**src/rtl/gcd_lcm_coproc.sv**
```systemverilog
// Multi-cycle GCD/LCM coprocessor: subtractive Euclid, then LCM as (a/g)*b
// using a restoring divider followed by a shift-add multiplier.
module gcd_lcm_coproc #(
  parameter int WIDTH = 32
) (
  input  logic             clk,
  input  logic             reset,
  input  logic             start,
  input  logic             op,
  input  logic [WIDTH-1:0] src_a,
  input  logic [WIDTH-1:0] src_b,
  output logic             busy,
  output logic             done,
  output logic [WIDTH-1:0] result,
  output logic             ovf
);

  localparam int CW = (WIDTH > 1) ? $clog2(WIDTH) : 1;

  typedef enum logic [2:0] {S_IDLE, S_GCD, S_DIV, S_MUL, S_DONE} state_t;

  state_t             state_q, state_d;
  logic               op_q, op_d;
  logic [WIDTH-1:0]   oa_q, oa_d, ob_q, ob_d;
  logic [WIDTH-1:0]   a_q, a_d, b_q, b_d;
  logic [WIDTH-1:0]   rem_q, rem_d;
  logic [2*WIDTH-1:0] acc_q, acc_d, mcand_q, mcand_d;
  logic [CW-1:0]      cnt_q, cnt_d;
  logic [WIDTH-1:0]   result_q, result_d;
  logic               ovf_q, ovf_d;

  logic               gcd_term;
  logic [WIDTH-1:0]   g_w;
  logic [WIDTH:0]     rem_shift;
  logic               fits;
  logic [WIDTH-1:0]   rem_next, quo_next;
  logic [2*WIDTH-1:0] acc_next;
  logic               last_cnt;

  always_ff @(posedge clk or negedge reset) begin
    if (!reset) begin
      state_q  <= S_IDLE;
      op_q     <= 1'b0;
      oa_q     <= '0;
      ob_q     <= '0;
      a_q      <= '0;
      b_q      <= '0;
      rem_q    <= '0;
      acc_q    <= '0;
      mcand_q  <= '0;
      cnt_q    <= '0;
      result_q <= '0;
      ovf_q    <= 1'b0;
    end else begin
      state_q  <= state_d;
      op_q     <= op_d;
      oa_q     <= oa_d;
      ob_q     <= ob_d;
      a_q      <= a_d;
      b_q      <= b_d;
      rem_q    <= rem_d;
      acc_q    <= acc_d;
      mcand_q  <= mcand_d;
      cnt_q    <= cnt_d;
      result_q <= result_d;
      ovf_q    <= ovf_d;
    end
  end

  // In DIV, a_q shifts the dividend out / quotient in and b_q holds the divisor g;
  // in MUL, b_q shifts the multiplier ob right while mcand_q shifts left.
  always_comb begin
    gcd_term  = (a_q == '0) || (b_q == '0) || (a_q == b_q);
    g_w       = (a_q == '0) ? b_q : a_q;
    rem_shift = {rem_q, a_q[WIDTH-1]};
    fits      = (rem_shift >= {1'b0, b_q});
    rem_next  = fits ? (rem_shift[WIDTH-1:0] - b_q) : rem_shift[WIDTH-1:0];
    quo_next  = {a_q[WIDTH-2:0], fits};
    acc_next  = b_q[0] ? (acc_q + mcand_q) : acc_q;
    last_cnt  = (cnt_q == CW'(WIDTH - 1));
  end

  always_comb begin
    state_d  = state_q;
    op_d     = op_q;
    oa_d     = oa_q;
    ob_d     = ob_q;
    a_d      = a_q;
    b_d      = b_q;
    rem_d    = rem_q;
    acc_d    = acc_q;
    mcand_d  = mcand_q;
    cnt_d    = cnt_q;
    result_d = result_q;
    ovf_d    = ovf_q;

    case (state_q)
      S_IDLE: begin
        if (start) begin
          op_d    = op;
          oa_d    = src_a;
          ob_d    = src_b;
          a_d     = src_a;
          b_d     = src_b;
          state_d = S_GCD;
        end
      end
      S_GCD: begin
        if (gcd_term) begin
          if (!op_q) begin
            result_d = g_w;
            ovf_d    = 1'b0;
            state_d  = S_DONE;
          end else if ((oa_q == '0) || (ob_q == '0)) begin
            result_d = '0;
            ovf_d    = 1'b0;
            state_d  = S_DONE;
          end else begin
            a_d     = oa_q;
            b_d     = g_w;
            rem_d   = '0;
            cnt_d   = '0;
            state_d = S_DIV;
          end
        end else if (a_q > b_q) begin
          a_d = a_q - b_q;
        end else begin
          b_d = b_q - a_q;
        end
      end
      S_DIV: begin
        rem_d = rem_next;
        a_d   = quo_next;
        cnt_d = cnt_q + CW'(1);
        if (last_cnt) begin
          mcand_d = {{WIDTH{1'b0}}, quo_next};
          b_d     = ob_q;
          acc_d   = '0;
          cnt_d   = '0;
          state_d = S_MUL;
        end
      end
      S_MUL: begin
        acc_d   = acc_next;
        mcand_d = mcand_q << 1;
        b_d     = b_q >> 1;
        cnt_d   = cnt_q + CW'(1);
        if (last_cnt) begin
          result_d = acc_next[WIDTH-1:0];
          ovf_d    = |acc_next[2*WIDTH-1:WIDTH];
          state_d  = S_DONE;
        end
      end
      S_DONE:  state_d = S_IDLE;
      default: state_d = S_IDLE;
    endcase
  end

  assign busy   = (state_q == S_GCD) || (state_q == S_DIV) || (state_q == S_MUL);
  assign done   = (state_q == S_DONE);
  assign result = result_q;
  assign ovf    = ovf_q;

endmodule

```
**config.mk**
```make
export PLATFORM = sky130hd
export DESIGN_NAME = gcd_lcm_coproc
export DESIGN_NICKNAME = d
export VERILOG_FILES = /design/src/rtl/gcd_lcm_coproc.sv
export SDC_FILE = /design/constraint.sdc
export NUM_CORES = 1
export LEC_CHECK = 0
export CORE_UTILIZATION = 45
export CTS_CLUSTER_SIZE = 20
export DETAILED_ROUTE_END_ITERATION = 7
export GPL_ROUTABILITY_DRIVEN = 0
export SLEW_MARGIN = 25
export SYNTH_ARGS = -nofsm -noshare
export SYNTH_HDL_FRONTEND = slang
export SYNTH_SLANG_ARGS = --single-unit
export TNS_END_PERCENT = 5
```
**constraint.sdc**
```tcl
create_clock -name clk -period 7.1 [get_ports clk]
set_clock_uncertainty 0.2 [all_clocks]
set_input_delay 1.42 -clock clk [delete_from_list [all_inputs] [get_ports clk]]
set_output_delay 1.42 -clock clk [all_outputs]
set_load 0.05 [all_outputs]
```
==> results_tabular.tex <==
\begin{tabular}{lr}
\hline
Metric & Value \\
\hline
\multicolumn{2}{l}{\textbf{Clocking}} \\
\quad Number of buffers between clock root and the deepest sink & 3 \\
\quad Setup Fix Bufs, Post-CTS & 0 \\
\quad Number of instances resized during post-cts repair & 0 \\
\quad Insertion delay of the later-clocked pin in the worst-skew pair & approximately 580 ps \\
\quad H-tree levels & 2 \\
\quad Number of sinks driven by the clock tree & 330 \\
\quad CTS root buffer & clkbuf\_16 \\
\quad TritonCTS clock tree & yes \\
\quad Cts bufs inserted & 40 \\
\quad Quantity of hold-fixing buffers added after cts & 0 \\
\quad Clock transition at the registers of the reported paths & roughly 60 ps \\
\multicolumn{2}{l}{\textbf{Setup path}} \\
\quad Bufs and invs on worst path & 3 \\
\quad Reg2reg path depth & 17 \\
\quad Crit-path cells & inv\_1 -> ha\_1 -> inv\_1 -> fa\_1 -> a21o\_1 -> a21oi\_1 -> o21bai\_1 -> a21oi\_1 -> o21bai\_1 -> a211o\_1 -> a31oi\_1 -> o21ai\_0 -> inv\_1 -> o21ai\_0 -> xor2\_1 -> nand2\_1 -> a221oi\_1 \\
\quad Critical Path AT & 5320 ps \\
\quad Number of cells on the critical path & 17 \\
\quad End of the worst register-to-register path & b\_q[28] \\
\quad Category of the most critical setup path & flop to flop \\
\quad Beginning of the worst register-to-register path & b\_q[0] \\
\quad Max Fanout on Critical Path & 24 \\
\quad Slowest Stage Delay on Critical Path & between 700 and 800 ps \\
\quad Endpoint class of the critical path & flop \\
\quad Cell with the most instances on the worst path & inv\_1 \\
\quad Reg-to-reg slack, setup & a little over 2000 ps \\
\quad Type of origin of the critical path & flop \\
\quad Slowest stage cell, crit path & inv\_1 \\
\quad Category of cells accounting for the largest share of critical-path delay & compound AO/OA/AOI/OAI gates \\
\quad Critical path data required time & between 7000 and 8000 ps \\
\quad Critical Path Start & b\_q[0] \\
\quad Setup crit end & b\_q[28] \\
\multicolumn{2}{l}{\textbf{Final layout}} \\
\quad Area of all placed cells without fillers & roughly 27000 µm² \\
\quad Final-stage net count & roughly 3100 \\
\quad Most frequent cells in the layout & dfrtp\_1 (328), nand2\_1 (324), a21oi\_1 (289), nor2\_1 (194), o21ai\_0 (183) \\
\quad Final non-filler cell total & $\sim$3600 \\
\quad Area Overhead vs Synth & 11.9\% \\
\quad Fraction of layout instances using a drive strength above 1 & under 10\% \\
\quad Most common cell after layout, fill and taps aside & dfrtp\_1 \\
\multicolumn{2}{l}{\textbf{Routing}} \\
\quad Iteration count of the initial detailed-routing pass & 7 \\
\quad DRC violation count after routing & 0 \\
\quad Routed via count & roughly 23000 \\
\quad Number of antenna-violating nets in the routed design & 0 \\
\quad Final routed wire length divided by cell count & about 24 µm \\
\quad Vias per cell & 6.38 \\
\quad Post-detailed-routing wire length & between 80000 and 90000 µm \\
\quad Iteration-0 DRC Markers & around 2500 \\
\multicolumn{2}{l}{\textbf{Place}} \\
\quad Inst Count DP & roughly 3600 \\
\quad DP Area & $\sim$26000 µm² \\
\quad Placed wire-length estimate after detailed placement & roughly 66000 µm \\
\quad IO buf count & just over 100 \\
\multicolumn{2}{l}{\textbf{Logic synthesis}} \\
\quad Post-synthesis sequential area ratio & approximately 34\% \\
\quad Fraction of synthesized cell area taken by the top area cell type & about 34\% \\
\quad Fraction of registers with async set/reset & 100\% \\
\quad Number of warnings issued by yosys & 0 \\
\quad Leading cell types by total area after synthesis & dfrtp\_1 (34\%), ha\_1 (8.2\%), a21oi\_1 (5.9\%) \\
\quad Cell type with the largest total area after synthesis & dfrtp\_1 \\
\quad Syn Area/Cell & approximately 8.4 µm² \\
\quad Count of unique library cells instantiated by Yosys & 77 \\
\quad Instance count of the mapped netlist & between 2000 and 3000 \\
\quad Primary flip-flop cell chosen by synthesis mapping & dfrtp\_1 \\
\quad Yosys reg bits & 330 \\
\quad Summed instance area of the synthesized netlist & about 24000 µm² \\
\quad Number of nets in the synthesized netlist & approximately 3100 \\
\quad Number of flops mapped to enable cells by yosys & 0 \\
\multicolumn{2}{l}{\textbf{Pwr}} \\
\quad Maximum ir drop on the vdd rail & between 0.2 and 0.25 mV \\
\quad Power per cell area & $\sim$410 nW/µm² \\
\quad LEAKAGE & between 10 and 15 nW \\
\multicolumn{2}{l}{\textbf{Hold path}} \\
\quad Worst min path class & flop to flop \\
\multicolumn{2}{l}{\textbf{Job}} \\
\quad Max-cap violations & 0 \\
\multicolumn{2}{l}{\textbf{GRT}} \\
\quad Maximum number of pins on one net before global-route repair & approximately 140 \\
\quad Wire length of the first global-routing pass & roughly 130000 µm \\
\quad Global-route usage over all layers & between 30\% and 40\% \\
\quad Global route total overflow & 0 \\
\quad Via count of the first global-routing pass & $\sim$23000 \\
\quad Antenna violations before repair & 2 \\
\multicolumn{2}{l}{\textbf{STA}} \\
\quad Max-Slew Margin vs Limit & $\sim$32\% \\
\quad Max Fclk & between 150 and 200 MHz \\
\quad Worst-margin pin slew & about 1000 ps \\
\quad Period minus WS final & 5060 ps \\
\quad Final count of pins violating max slew & 0 \\
\quad Setup-violating endpoint count in the final report & 0 \\
\quad Accumulated negative setup slack & 0 ps \\
\quad Share of the clock period used by the worst path & between 70\% and 80\% \\
\quad Count of final hold-check violations & 0 \\
\quad Setup repair after global routing missed its margin & false \\
\multicolumn{2}{l}{\textbf{Floorplanning}} \\
\quad Floorplan die width & 235 µm \\
\quad Io pins & a little over 100 \\
\quad DIE AREA & between 50000 and 60000 µm² \\
\quad Die height & roughly 240 µm \\
\quad Area of the placeable core & 53800 µm² \\
\quad Rows & 85 \\
\quad Starting Density & 45.5\% \\
\multicolumn{2}{l}{\textbf{Outcome}} \\
\quad Result of the run & complete, no violations \\
\hline
\end{tabular}
synthesized netlist by cell type, drive strengths merged (13+ instances only):
master / n
a211oi: 26
a21o: 127
a21oi: 291
a222oi: 21
a22o: 51
a22oi: 22
a31oi: 26
and2: 13
and3: 14
buf: 36
clkbuf: 139
dfrtp: 330
ha: 160
inv: 114
mux2: 77
mux2i: 79
nand2: 327
nand2b: 33
nand3: 19
nand4: 51
nor2: 199
nor2b: 27
nor3: 31
nor4: 44
o21a: 18
o21ai: 240
o21bai: 25
o22ai: 80
o31ai: 14
or3: 13
xnor2: 82
xor2: 55
report_power, final:
| part | switching (mW) | internal [mW] | total (mW) |
|---|---|---|---|
| Sequential | 0.585 | 2.25 | 2.84 |
| Clock | 0.879 | 1.31 | 2.19 |
| Combinational | 3.87 | 2.41 | 6.28 |
| Total | 5.33 | 5.97 | 11.3 |
state kept, by name (all words and copies together), names as in the netlist:
register,flops
a_q,32
acc_q,64
b_q,32
cnt_q,5
mcand_q,64
oa_q,32
ob_q,32
op_q,1
ovf,1
rem_q,32
result,32
state_q,3
worst min-delay path by stage:
stage               from        end  depth (start not counted)
6_report       acc_q[16]  acc_q[16]                          1
5_1_grt         acc_q[5]   acc_q[5]                          1
4_1_cts        acc_q[11]  acc_q[11]                          2
3_5_place_dp   acc_q[16]  acc_q[16]                          1
3_3_place_gp   rem_q[31]  rem_q[31]                          1
2_1_floorplan   cnt_q[2]   cnt_q[2]                          1
stage by stage:
step	total power, mW	hold WS, ps	utilization [%]	setup slack (ps)
after floorplan	7.08	265	-	2820
after global placement	8.83	278	48.3	2110
after detailed placement	8.88	297	48.4	2140
after CTS	11.1	311	50.9	2110
after global routing	11.9	334	50.9	1760
final	11.3	313	50.9	2040
cells by family after synthesis:
logic type	after synthesis	share of synthesized area, %
flops	330	33.7
mux	156	6.79
fa+ha+maj	164	8.50
buf+inv	290	4.51
simple gates	796	15.0
compound gates	1028	26.6
xor+xnor	137	4.90
per-layer routing:
metal,wire length [µm],GRT usage (%)
met5,27,0
met1,36300,40.8
met3,7570,6.24
met2,39300,49.4
met4,4450,14.9
cell type report:
cell class,instances,area (µm²)
diodes,1,2.50
fillers,5130,26400
flip-flops and latches,330,8260
clock buffers,57,1150
multi-input cells,2281,15200
well taps,696,871
clock inverters,16,220
inverters,115,432
repair buffers,129,1240
No activity file was read; power rests on OpenSTA's default activity.
